**config.mk**
```make
export PLATFORM = sky130hd
export DESIGN_NAME = dll_phase_tracker
export DESIGN_NICKNAME = d
export VERILOG_FILES = /design/src/rtl/dll_phase_tracker.sv
export SDC_FILE = /design/constraint.sdc
export NUM_CORES = 1
export LEC_CHECK = 0
export ABC_AREA = 0
export CORE_MARGIN = 4
export CORE_UTILIZATION = 56
export DETAILED_ROUTE_END_ITERATION = 10
export PLACE_DENSITY = 0.78
export SETUP_SLACK_MARGIN = 0.02
export SLEW_MARGIN = 10
export SYNTH_ARGS = -nofsm -noshare
export SYNTH_HDL_FRONTEND = slang
export SYNTH_SLANG_ARGS = --single-unit
```
**constraint.sdc**
```tcl
create_clock -name clk -period 3.85 [get_ports clk]
set_input_delay 0.77 -clock clk [delete_from_list [all_inputs] [get_ports clk]]
set_output_delay 0.77 -clock clk [all_outputs]
set_load 0.005 [all_outputs]
```
**src/rtl/dll_phase_tracker.sv**
```systemverilog
// Early/late dithering phase tracker for the DLL correlator chain.
// Integrates demod magnitude in each arm and steps the center toward the larger one.
module dll_phase_tracker #(
  parameter logic [15:0] STEP     = 16'h0100,
  parameter logic [15:0] DITHER   = 16'h0400,
  parameter int          NAVG     = 2,
  parameter int          LOCK_TOL = 8
) (
  input  logic              clk,
  input  logic              rst_in,
  input  logic [7:0]        value,
  input  logic              rdy,
  input  logic              hold,
  output logic [15:0]       phase,
  output logic [15:0]       center,
  output logic [8+NAVG:0]   err,
  output logic              upd,
  output logic              lock
);

  localparam int AW = 8 + NAVG;
  localparam int EW = 9 + NAVG;

  typedef enum logic [2:0] {
    E_SETTLE,
    E_ACC,
    L_SETTLE,
    L_ACC,
    UPDATE
  } state_t;

  state_t             state_q, state_d;
  logic [AW-1:0]      acc_q, acc_d;
  logic [NAVG-1:0]    cnt_q, cnt_d;
  logic [AW-1:0]      early_q, early_d;
  logic [AW-1:0]      late_q, late_d;
  logic [15:0]        center_q, center_d;
  logic [15:0]        phase_q, phase_d;
  logic [EW-1:0]      err_q, err_d;
  logic               upd_q, upd_d;
  logic [3:0]         lk_q, lk_d;
  logic               lock_q, lock_d;

  logic [AW-1:0]      acc_sum;
  logic               last;
  logic signed [EW-1:0] diff;
  logic [EW-1:0]      mag;
  logic               in_tol;
  logic [15:0]        ctr_nx;

  always_comb begin
    acc_sum = acc_q + AW'(value);
    last    = (cnt_q == '1);
    diff    = $signed({1'b0, late_q}) - $signed({1'b0, early_q});
    mag     = diff[EW-1] ? EW'(-diff) : EW'(diff);
    in_tol  = (mag <= EW'(LOCK_TOL));

    ctr_nx = center_q;
    if (diff[EW-1])
      ctr_nx = center_q - STEP;
    else if (diff != '0)
      ctr_nx = center_q + STEP;
  end

  always_comb begin
    state_d  = state_q;
    acc_d    = acc_q;
    cnt_d    = cnt_q;
    early_d  = early_q;
    late_d   = late_q;
    center_d = center_q;
    phase_d  = phase_q;
    err_d    = err_q;
    upd_d    = 1'b0;
    lk_d     = lk_q;
    unique case (state_q)
      E_SETTLE: begin
        if (rdy) begin
          state_d = E_ACC;
          acc_d   = '0;
          cnt_d   = '0;
        end
      end
      E_ACC: begin
        if (rdy) begin
          acc_d = acc_sum;
          cnt_d = cnt_q + 1'b1;
          if (last) begin
            early_d = acc_sum;
            phase_d = center_q + DITHER;
            state_d = L_SETTLE;
          end
        end
      end
      L_SETTLE: begin
        if (rdy) begin
          state_d = L_ACC;
          acc_d   = '0;
          cnt_d   = '0;
        end
      end
      L_ACC: begin
        if (rdy) begin
          acc_d = acc_sum;
          cnt_d = cnt_q + 1'b1;
          if (last) begin
            late_d  = acc_sum;
            state_d = UPDATE;
          end
        end
      end
      UPDATE: begin
        err_d   = diff;
        state_d = E_SETTLE;
        if (!hold) begin
          center_d = ctr_nx;
          upd_d    = 1'b1;
          if (in_tol)
            lk_d = (lk_q == 4'hF) ? 4'hF : lk_q + 4'd1;
          else
            lk_d = 4'd0;
        end
        phase_d = (hold ? center_q : ctr_nx) - DITHER;
      end
      default: state_d = E_SETTLE;
    endcase
    lock_d = (lk_d == 4'hF);
  end

  always_ff @(posedge clk) begin
    if (rst_in) begin
      state_q  <= E_SETTLE;
      acc_q    <= '0;
      cnt_q    <= '0;
      early_q  <= '0;
      late_q   <= '0;
      center_q <= 16'h0000;
      phase_q  <= 16'h0000 - DITHER;
      err_q    <= '0;
      upd_q    <= 1'b0;
      lk_q     <= 4'd0;
      lock_q   <= 1'b0;
    end else begin
      state_q  <= state_d;
      acc_q    <= acc_d;
      cnt_q    <= cnt_d;
      early_q  <= early_d;
      late_q   <= late_d;
      center_q <= center_d;
      phase_q  <= phase_d;
      err_q    <= err_d;
      upd_q    <= upd_d;
      lk_q     <= lk_d;
      lock_q   <= lock_d;
    end
  end

  assign phase  = phase_q;
  assign center = center_q;
  assign err    = err_q;
  assign upd    = upd_q;
  assign lock   = lock_q;

endmodule

```
### Word level (Yosys, flattened, before mapping)

Index checks and enable logic that the tools add are counted.

* output and inout bits: 45
* logic and storage cells: 74
* memory bits (read-only): 0
* memories kept: 0
* input port bits: 12
* bits in latches: 0
* memory bits (writable): 0
* register bits after elaboration: 84

* multiply operators: 0
* $lt $le $gt $ge: 1
* shifts and indexed selects: 0
* equal/unequal tests: 15
* add/subtract/negate cells: 9
* div/mod/pow operators: 0
* reductions and logical operators: 12
* bitwise gates (word level): 1
* muxes and demuxes: 25

Operators with widths (count)
* $mux 16: 5
* $pmux 16 s2: 1
* $mux 10: 2
* $pmux 10 s2: 1
* $mux 3: 6
* $add 16x11->16 const B: 1
* $add 16x9->16 const B: 1
* $mux 4: 4
* $sub 16x11->16 const B: 1
* $sub 16x9->16 const B: 1
* $ne 2x2->1 const B: 6
* $pmux 3 s4: 1
* $reduce_and 3->1: 4
* $le 11x4->1 const B: 1
* $mux 11: 1
* $neg 11->11: 1
* $reduce_bool 11->1: 1
* $sub 10x10->11: 1
* $add 10x8->10: 1
* $eq 4x4->1 const B: 2
* $eq 3x2->1 const B: 2
* $reduce_and 6->1: 1
* $reduce_or 2->1: 3
* $add 4x1->4 const B: 1
* 11 further kinds: 14

### Logic depth before layout (Yosys ltp)

Gate-level depths: netlist of run 1.

* depth after elaboration: 8
* gate-level depth with buffers: 16
* mapped depth without buffers: 15

### Worst setup path before layout of run 1

Ideal clock, no wire load.

* path type: register to register
* start point: register late_q[0]
* end point: register lock_q, in the netlist lock
* path buffers: 0
* arrival time: 3119 ps
* library setup time: 88 ps
* setup slack: 643 ps
* required time: 3762 ps
* clock period less this slack: 3207 ps
* cell stages (with the launch flop): 14
* path through: dfxtp_1 -> inv_1 -> ha_1 -> fa_1 -> nand2b_1 -> a21oi_2 -> o22ai_4 -> o21a_1 -> a21o_1 -> or4_4 -> a221oi_4 -> a21o_1 -> a22oi_1 -> nor4_2

* longest elaborated chain between the ends: 8

RTL lines
* start, declared: line 36 `logic [AW-1:0] late_q, late_d;`
* start signal, assigned: line 148 `late_q <= late_d;`
* $sub 10x10->11 (*): line 54 `diff = $signed({1'b0, late_q}) - $signed({1'b0, early_q});`
* $neg 11->11: line 55 `mag = diff[EW-1] ? EW'(-diff) : EW'(diff);`
* $mux 11 (*): line 55
* $le 11x4->1 (*): line 56 `in_tol = (mag <= EW'(LOCK_TOL));`
* $mux 4 (*): line 118 `if (in_tol)`
* $mux 4 (*): line 115 `if (!hold) begin`
* $mux 4 (*): line 76 `unique case (state_q)`
* $eq 4x4->1 (*): line 127 `lock_d = (lk_d == 4'hF);`
* end signal, assigned: line 154 `lock_q <= lock_d;`
* end, declared: line 42 `logic lock_q, lock_d;`

Every way passes the cells marked *; elsewhere a longest branch is shown, timed or not.
A chain may end at the register's enable or synchronous reset.

### Final worst setup path of run 1

* start point: register late_q[0]
* end point: register phase_q[14], in the netlist phase[14]

* longest elaborated chain between the ends: 7

RTL lines
* $sub 10x10->11 (*): line 54
* $reduce_bool 11->1: line 61 `else if (diff != '0)`
* $mux 16: line 61
* $mux 16 (*): line 59 `if (diff[EW-1])`
* $mux 16 (*)
* $sub 16x11->16 (*): line 123 `phase_d = (hold ? center_q : ctr_nx) - DITHER;`
* $pmux 16 s2 (*): line 76
* end signal, assigned: line 138 `phase_q <= 16'h0000 - DITHER;`
* end signal, assigned: line 150 `phase_q <= phase_d;`
* end, declared: line 38 `logic [15:0] phase_q, phase_d;`

Marks and branches as above.

==> results.toml, run 1 <==
[status]
status = "complete, no violations"

[pwr]
p_leak_nw = 1.83
max-vdd-ir-drop_mv = 0.197
power_density_mw_per_mm2 = 275

[floorplan]
coreArea_mm2 = 0.00729
die_h_um = 95.0
initial_core_util_pct = 58.1
die_area_mm2 = 0.00902
placementRows = 31
ioPinCount = 57
die_x_um = 95.0

[final_layout]
design_area_mm2 = 0.00484
finalNetCount = 605
fillers = 637
final_cell_mix = "nand2_1, dfxtp_1, a21oi_1"
n_antenna_cell = 0
layout_commonest_cell = "nand2_1"
areaGrowthSynthToFinish_pct = 14.3
drive_gt1_share_pct = 8.41
utilization_pct = 66.4

[timing]
slew_violations = 0
fmax_ghz = 0.282
layout_setup_ws_ps = 300
min_period_ps = 3550
relSlewSlack_pct = 42.6
rsz0062_at_grt = "no"
worst_pin_slew_ps = 861
post-route-period-util_pct = 92.2
hold_viol_final = 0
setup_tns_ps = 0
skew_ps = 13.4
setup_viol = 0
hold_ws_ps = 457

[critical_path]
path_cells = "inv_1 -> ha_1 -> fa_1 -> nand2b_1 -> a21oi_2 -> o22ai_4 -> xnor2_2 -> nor4_4 -> buf_4 -> o31a_1 -> or3_1 -> and2_1 -> ha_1 -> nand3_1 -> xor2_1 -> o21ai_0"
cp_max_fo = 6
crit_arrival_ps = 3790
r2r-start = "late_q[0]"
max_stage_delay_ps = 410
cp_common_cell = "ha_1"
critPathCaptureType = "register"
regToRegSetupSlack_ps = 300
r2r_cells = 16
crit_path_top_delay_cell = "fa_1"
r2r-end = "phase[14]"
startpoint_type = "register"
cp_data_required_time_ps = 4090
critPathKind = "reg -> reg"

[clock_tree]
clock_latency_ps = 350
hold_buffers = 0
clk_path_buf_depth = 2
path_clk_slew_ps = 80
cts-htree-levels = 3
post_cts_resized = 0
cts-root-buf = "clkbuf_8"
cts_tree = "built"
numCtsBuffers = 9
cts_setup_buffers = 0
clkSinkCount = 68

[synthesis]
synth_seq_cells = 68
syn_area_mm2 = 0.00424
synth_fa_ha_area_share_pct = 8.33
synth_compound_area_share_pct = 23.0
synth_xor_xnor_area_share_pct = 6.14
synth_top_family_by_area = "compound AO/OA/AOI/OAI gates"
synth_mux_area_share_pct = 0.739
ys_async_sr_fraction_pct = 0
synth-edff-count = 0
synth_area_per_cell_um2 = 7.95
synth_largest_area_cell = "dfxtp_1"
ys_warn_count = 0
synthCells = 533
synth-main-ff-cell = "dfxtp_1"
ys_types = 66
ys_top_cells_by_area = "dfxtp_1, ha_1, nand2_1, a21oi_1, nor2_1"
yosysSeqAreaShare_pct = 32.1
yosys.area_share.simple_pct = 21.6
synth_top_area_share_pct = 32.1

[place]
io_buffers = 40
place_area_mm2 = 0.00464
place_hpwl_um = 7350
globalplace.congestion = 0.889
place_ws_ps = 298

[hold_path]
min_to = "err[2]"
hold_path_class = "reg -> reg"
hold_depth = 2
hold_start = "err[2]"

[route]
drtIter0Drc = 190
wl_per_cell_um = 14.5
dr.pass1.iters = 5
finalWirelength_um = 9740
vias_per_cell = 5.61
ant_nets = 0
vias = 3757
route.detailed.drc = 0

[global_routing]
grt_pass1_wl_um = 16200
grt_max_degree = 51
grt_pass1_vias = 3404
grt.total_usage_pct = 22.6
grt_overflow_total = 0
antenna_found_initial = 0

[job]
max_cap_violations = 0
==> per-stage QoR <==
step / power (mW) / std cells
final: 1.33 / 670
after detailed placement: 0.811 / 651
after CTS: 1.34 / 667
after global placement: 0.809 / 651
after global routing: 1.38 / 670
after floorplan: 0.798 / 548
==> logic make-up (layout without fill, tap and decap cells) <==
kind of cell    after synthesis  count (layout)
mux                           3               3
xor+xnor                     28              28
fa+ha+maj                    27              27
compound gates              141             141
flops                        68              68
simple gates                194             194
other cells                   1              16
buf+inv                      71              94
==> flip-flops by register name, summed over array words and instances (netlist names) <==
register / flops
acc_q: 10
center: 8
cnt_q: 2
early_q: 10
err: 11
late_q: 10
lk_q: 4
lock: 1
phase: 8
state_q: 3
upd: 1
==> critical path: cells and delay by family (launching register included) <==
kind,cells,cell delay (ps)
AND/OR/NAND/NOR,5,870
AO/OA/AOI/OAI,4,730
buffers and inverters,2,210
adder cells (fa/ha/maj),3,810
XOR/XNOR,2,460
flip-flops,1,330
==> cell usage after synthesis, types with 3 or more instances <==
master     instances
o211ai_1           3
o21ai_1            5
clkbuf_1          23
ha_1              25
a21o_1             9
buf_1              3
a21oi_1           49
nor2b_1            6
nand3_1           15
a211oi_1           9
or3_1              7
nand4_1            5
o2111ai_1          3
nor3_1            11
dfxtp_1           68
buf_2              3
xor2_1            10
inv_1             24
a22oi_1           10
o21ai_0           17
xnor2_1           16
nand2_1           79
a21oi_2            3
nand2b_1           4
nor2_1            48
and2_1             4
o21a_1             5
or4_1              3
buf_4             16
==> routing by layer <==
| layer | vias up | part of all wire [%] | track usage (%) |
|---|---|---|---|
| met5 | - | 0 | 0 |
| met4 | 0 | 2.0 | 9.13 |
| met3 | 18 | 4.9 | 3.98 |
| met2 | 116 | 45 | 35.0 |
| met1 | 1729 | 48 | 31.1 |
| li1 | 1894 | - | - |
==> power by group <==
part           internal (mW)  switching [mW]
Clock                  0.239           0.293
Sequential             0.708         0.00447
Combinational         0.0334          0.0510
==> how the worst max path moves through the flow <==
stage | to | slack (ps) | from
2_1_floorplan | lock | 640 | late_q[0]
3_3_place_gp | lock | 350 | late_q[0]
3_5_place_dp | phase[14] | 300 | late_q[0]
4_1_cts | lock | 300 | late_q[0]
5_1_grt | phase[14] | 80 | late_q[0]
6_report | phase[14] | 300 | late_q[0]
==> cell type report <==
class / instances / area [um^2] / share of cell area [%]
clock buffer: 10 / 128 / 2.64
clock inverter: 6 / 47.5 / 0.982
inverter: 25 / 93.8 / 1.94
multi-input combinational: 409 / 2590 / 53.6
sequential: 68 / 1360 / 28.1
tap: 99 / 124 / 2.56
timing repair buffer: 53 / 493 / 10.2
Note: power is estimated with default switching activity, not from simulation.
==> run 2, diff against run 1 <==
CORE_MARGIN = 3   (was 4)
CORE_UTILIZATION = 57   (was 56)
CTS_BUF_LIST = sky130_fd_sc_hd__clkbuf_4 sky130_fd_sc_hd__clkbuf_8   (was unset)
PLACE_DENSITY = 0.79   (was 0.78)
==> run 2 against run 1 <==
Total power rose by 6.6%. Die area fell by 5.7%. Routed wire length rose by 0.24%. Cell count fell by 1.2%. Global-route usage rose by 1.5 points. Count of clock-buffer cells in the layout rose by 2. Combinational power barely moved. Non-clock buffer count fell by 4. Largest power group unchanged.
==> results.toml, run 2 (synthesis results as in run 1) <==
[global_routing]
grt.total_usage_pct = 24.1
antenna_found_initial = 0
grt_pass1_vias = 3597
grt_pass1_wl_um = 16800
grt_max_degree = 50
grt_overflow_total = 0

[route]
wl_per_cell_um = 14.7
route.detailed.drc = 0
dr.pass1.iters = 4
finalWirelength_um = 9760
drtIter0Drc = 171
ant_nets = 0
vias = 3762
vias_per_cell = 5.68

[clock_tree]
cts_setup_buffers = 0
path_clk_slew_ps = 70
cts_tree = "built"
clk_path_buf_depth = 2
cts-htree-levels = 3
hold_buffers = 0
post_cts_resized = 0
clock_latency_ps = 340
clkSinkCount = 68
numCtsBuffers = 9
cts-root-buf = "clkbuf_8"

[final_layout]
drive_gt1_share_pct = 7.77
finalNetCount = 601
largest_reg_flops = 11
layout_commonest_cell = "nand2_1"
n_antenna_cell = 0
finalNonFillerCells = 662
areaGrowthSynthToFinish_pct = 14.3
final_cell_mix = "nand2_1, dfxtp_1, a21oi_1"

[critical_path]
critPathCaptureType = "register"
startpoint_type = "register"
cp_data_required_time_ps = 4090
cp_max_fo = 7
crit_arrival_ps = 3820
critPathKind = "reg -> reg"

[timing]
min_period_ps = 3570
hold_viol_final = 0
slew_violations = 0
fmax_ghz = 0.280
skew_ps = 15.6
setup_tns_ps = 0
relSlewSlack_pct = 39.1
worst_pin_slew_ps = 914
post-route-period-util_pct = 92.8
rsz0062_at_grt = "no"
setup_viol = 0

[status]
status = "complete, no violations"

[floorplan]
die_x_um = 92.2
die_h_um = 92.2
initial_core_util_pct = 60.7
coreArea_mm2 = 0.00698
die_area_mm2 = 0.00850
placementRows = 30
ioPinCount = 57

[hold_path]
hold_path_class = "reg -> reg"

[pwr]
p_sw_share_pct = 23.1
seq_power_share_pct = 50.3
clkPwrFrac_pct = 43.8
power_density_mw_per_mm2 = 293
p_comb_share_pct = 6.0
p_int_mw = 1.09
p_leak_nw = 1.82
p_switching_uw = 328
max-vdd-ir-drop_mv = 0.181

[place]
globalplace.congestion = 0.903
placedCellCount = 647
place_hpwl_um = 7340
io_buffers = 40

[job]
max_cap_violations = 0
## run 2: final timing paths
check,start,to,slack [ps],depth (start not counted)
max,late_q[0],lock,280,13
min,err[5],err[5],450,2
max reg2reg,late_q[0],lock,280,13
min reg2reg,err[5],err[5],450,2
## run 2: area by class of cell
class | instances | area (um^2)
multi-input cells | 409 | 2590
repair buffers | 49 | 463
fillers | 611 | 2140
flip-flops and latches | 68 | 1360
inverters | 25 | 93.8
clock buffers | 12 | 165
well taps | 96 | 120
clock inverters | 3 | 45.0
## run 2: per-stage QoR
stage                     setup slack, ps  instance area, um^2  utilization, %  power, mW  hold WS [ps]
after floorplan                       643                 4290               -      0.798           436
after global placement                398                 4630            66.3      0.809           442
after detailed placement              277                 4630            66.3      0.811           447
after CTS                             277                 4840            69.3       1.42           456
after global routing                  108                 4840            69.3       1.47           473
final                                 279                 4840            69.3       1.42           452
## run 2: power groups by stage
stage | clock network, mW | registers [mW] | logic, mW
floorplan | 0 | 0.726 | 0.0716
global placement | 0 | 0.728 | 0.0813
detailed placement | 0 | 0.728 | 0.0832
CTS | 0.628 | 0.712 | 0.0839
global route | 0.661 | 0.712 | 0.0946
finish | 0.620 | 0.712 | 0.0843
## run 2: per-layer routing
| metal | part of all wire, % | wire [um] | GRT usage [%] | up-vias |
|---|---|---|---|---|
| met5 | 0 | 0 | 0 | - |
| met1 | 48 | 4650 | 32.5 | 1737 |
| li1 | - | - | - | 1893 |
| met2 | 46 | 4460 | 38.7 | 117 |
| met4 | 1.5 | 142 | 7.55 | 0 |
| met3 | 5.2 | 510 | 5.09 | 15 |
## run 2: worst max-delay path, stage by stage, from the launching register on
cell	delay, ps
dfxtp_1	330
inv_1	40
ha_1	200
fa_1	420
nand2b_1	190
a21oi_2	230
o22ai_4	130
o21a_1	270
a21o_1	190
or4_4	520
a221oi_4	410
a21o_1	170
a22oi_1	90
nor4_2	280
==> run 3, diff against run 2 <==
CORE_ASPECT_RATIO = 0.7   (was unset)
==> run 3 against run 2 <==
Largest power group unchanged. Clock skew fell by 9.9 ps. Total power grew 3.0%. Sequential share of layout area is 0.24 points lower. Sequential power about the same. Die area is 0.20% higher. Final area up 0.88%. Critical path depth unchanged. First-iteration DRC count rose by 68%. Register-to-register slack better by 20 ps. Global-route usage is 1.9 points higher. Critical endpoint unchanged. Cell count rose by 0.45%.
==> results.toml, run 3 (synthesis results as in run 1) <==
[status]
status = "complete, no violations"

[route]
drtIter0Drc = 287
dr.pass1.iters = 5
vias_per_cell = 5.64
vias = 3753
finalWirelength_um = 10200
ant_nets = 0
route.detailed.drc = 0
wl_per_cell_um = 15.4

[global_routing]
antenna_found_initial = 0
grt.total_usage_pct = 26.0
grt_overflow_total = 0
grt_max_degree = 30
grt_pass1_wl_um = 17600
grt_pass1_vias = 3537

[pwr]
p_sw_share_pct = 23.0
p_int_mw = 1.12
max-vdd-ir-drop_mv = 0.216
p_switching_uw = 336
clkPwrFrac_pct = 45.2
seq_power_share_pct = 48.8
p_leak_nw = 1.86
power.total_mw = 1.46
power_density_mw_per_mm2 = 299
p_comb_share_pct = 6.0

[place]
globalplace.congestion = 0.918
io_buffers = 40
place_hpwl_um = 7720
place_ws_ps = 321
place_area_mm2 = 0.00465
placedCellCount = 648

[timing]
rsz0062_at_grt = "no"
hold_viol_final = 0
post-route-period-util_pct = 92.3
worst_pin_slew_ps = 773
hold_ws_ps = 456
relSlewSlack_pct = 48.5
skew_ps = 5.73
min_period_ps = 3550
layout_setup_ws_ps = 295
setup_tns_ps = 0
slew_violations = 0
fmax_ghz = 0.281
setup_viol = 0

[critical_path]
regToRegSetupSlack_ps = 300
crit_arrival_ps = 3810
cp_common_cell = "a21o_1"
max_stage_delay_ps = 520
cp_data_required_time_ps = 4110
critPathKind = "reg -> reg"
path_cells = "inv_1 -> ha_1 -> fa_1 -> nand2b_1 -> a21oi_2 -> o22ai_4 -> o21a_1 -> a21o_1 -> or4_4 -> a221oi_4 -> a21o_1 -> a22oi_1 -> nor4_2"
startpoint = "late_q[0]"
r2r-start = "late_q[0]"
startpoint_type = "register"
cp_max_fo = 7
crit_path_top_delay_cell = "or4_4"
critPathCaptureType = "register"

[clock_tree]
path_clk_slew_ps = 70
cts_setup_buffers = 0
post_cts_resized = 0
cts-root-buf = "clkbuf_8"
numCtsBuffers = 9
hold_buffers = 0
clk_path_buf_depth = 2
cts_tree = "built"
clock_latency_ps = 350
cts-htree-levels = 3
clkSinkCount = 68

[floorplan]
die_h_um = 78.1
initial_core_util_pct = 60.7
ioPinCount = 57
placementRows = 25
die_area_mm2 = 0.00852
coreArea_mm2 = 0.00698
die_x_um = 109

[final_layout]
finalNetCount = 605
largest_reg_flops = 11
drive_gt1_share_pct = 8.58
layout_commonest_cell = "nand2_1"
finalNonFillerCells = 665
design_area_mm2 = 0.00488
n_antenna_cell = 0
areaGrowthSynthToFinish_pct = 15.3
utilization_pct = 70.0
final_cell_mix = "nand2_1, dfxtp_1, a21oi_1"
fillers = 590

[hold_path]
hold_start = "late_q[0]"
hold_path_class = "reg -> reg"

[job]
max_cap_violations = 0
run 3: area by class of cell:
cell class              count  area (um^2)  area share, %
well taps                  94          118           2.41
clock inverters             6         87.6           1.79
repair buffers             53          493           10.1
flip-flops and latches     68         1360           27.9
clock buffers              10          138           2.82
inverters                  25         93.8           1.92
multi-input cells         409         2590           53.1
run 3: worst paths after layout:
kind	endpoint	depth (start not counted)
max	lock	13
min	late_q[0]	2
max reg2reg	lock	13
min reg2reg	late_q[0]	2
run 3: routing by layer:
layer | track usage (%) | share of wire, % | up-vias
met5 | 0 | 0 | -
met4 | 6.68 | 0.89 | 0
met3 | 5.09 | 7.5 | 11
met2 | 35.5 | 40 | 142
met1 | 40.8 | 51 | 1702
li1 | - | - | 1898
run 3: worst max-delay path: cells and delay by family (launching register included):
kind | cells | cell delay [ps]
simple gates | 3 | 1000
buf+inv | 1 | 40
flops | 1 | 330
compound gates | 7 | 1460
fa+ha+maj | 2 | 620
run 3: power groups by stage:
stage	registers [mW]	clock network, mW	logic (mW)
after global placement	0.728	0	0.0831
after detailed placement	0.728	0	0.0853
after global routing	0.713	0.709	0.0981
after floorplan	0.726	0	0.0716
final	0.712	0.659	0.0875
after CTS	0.712	0.677	0.0858
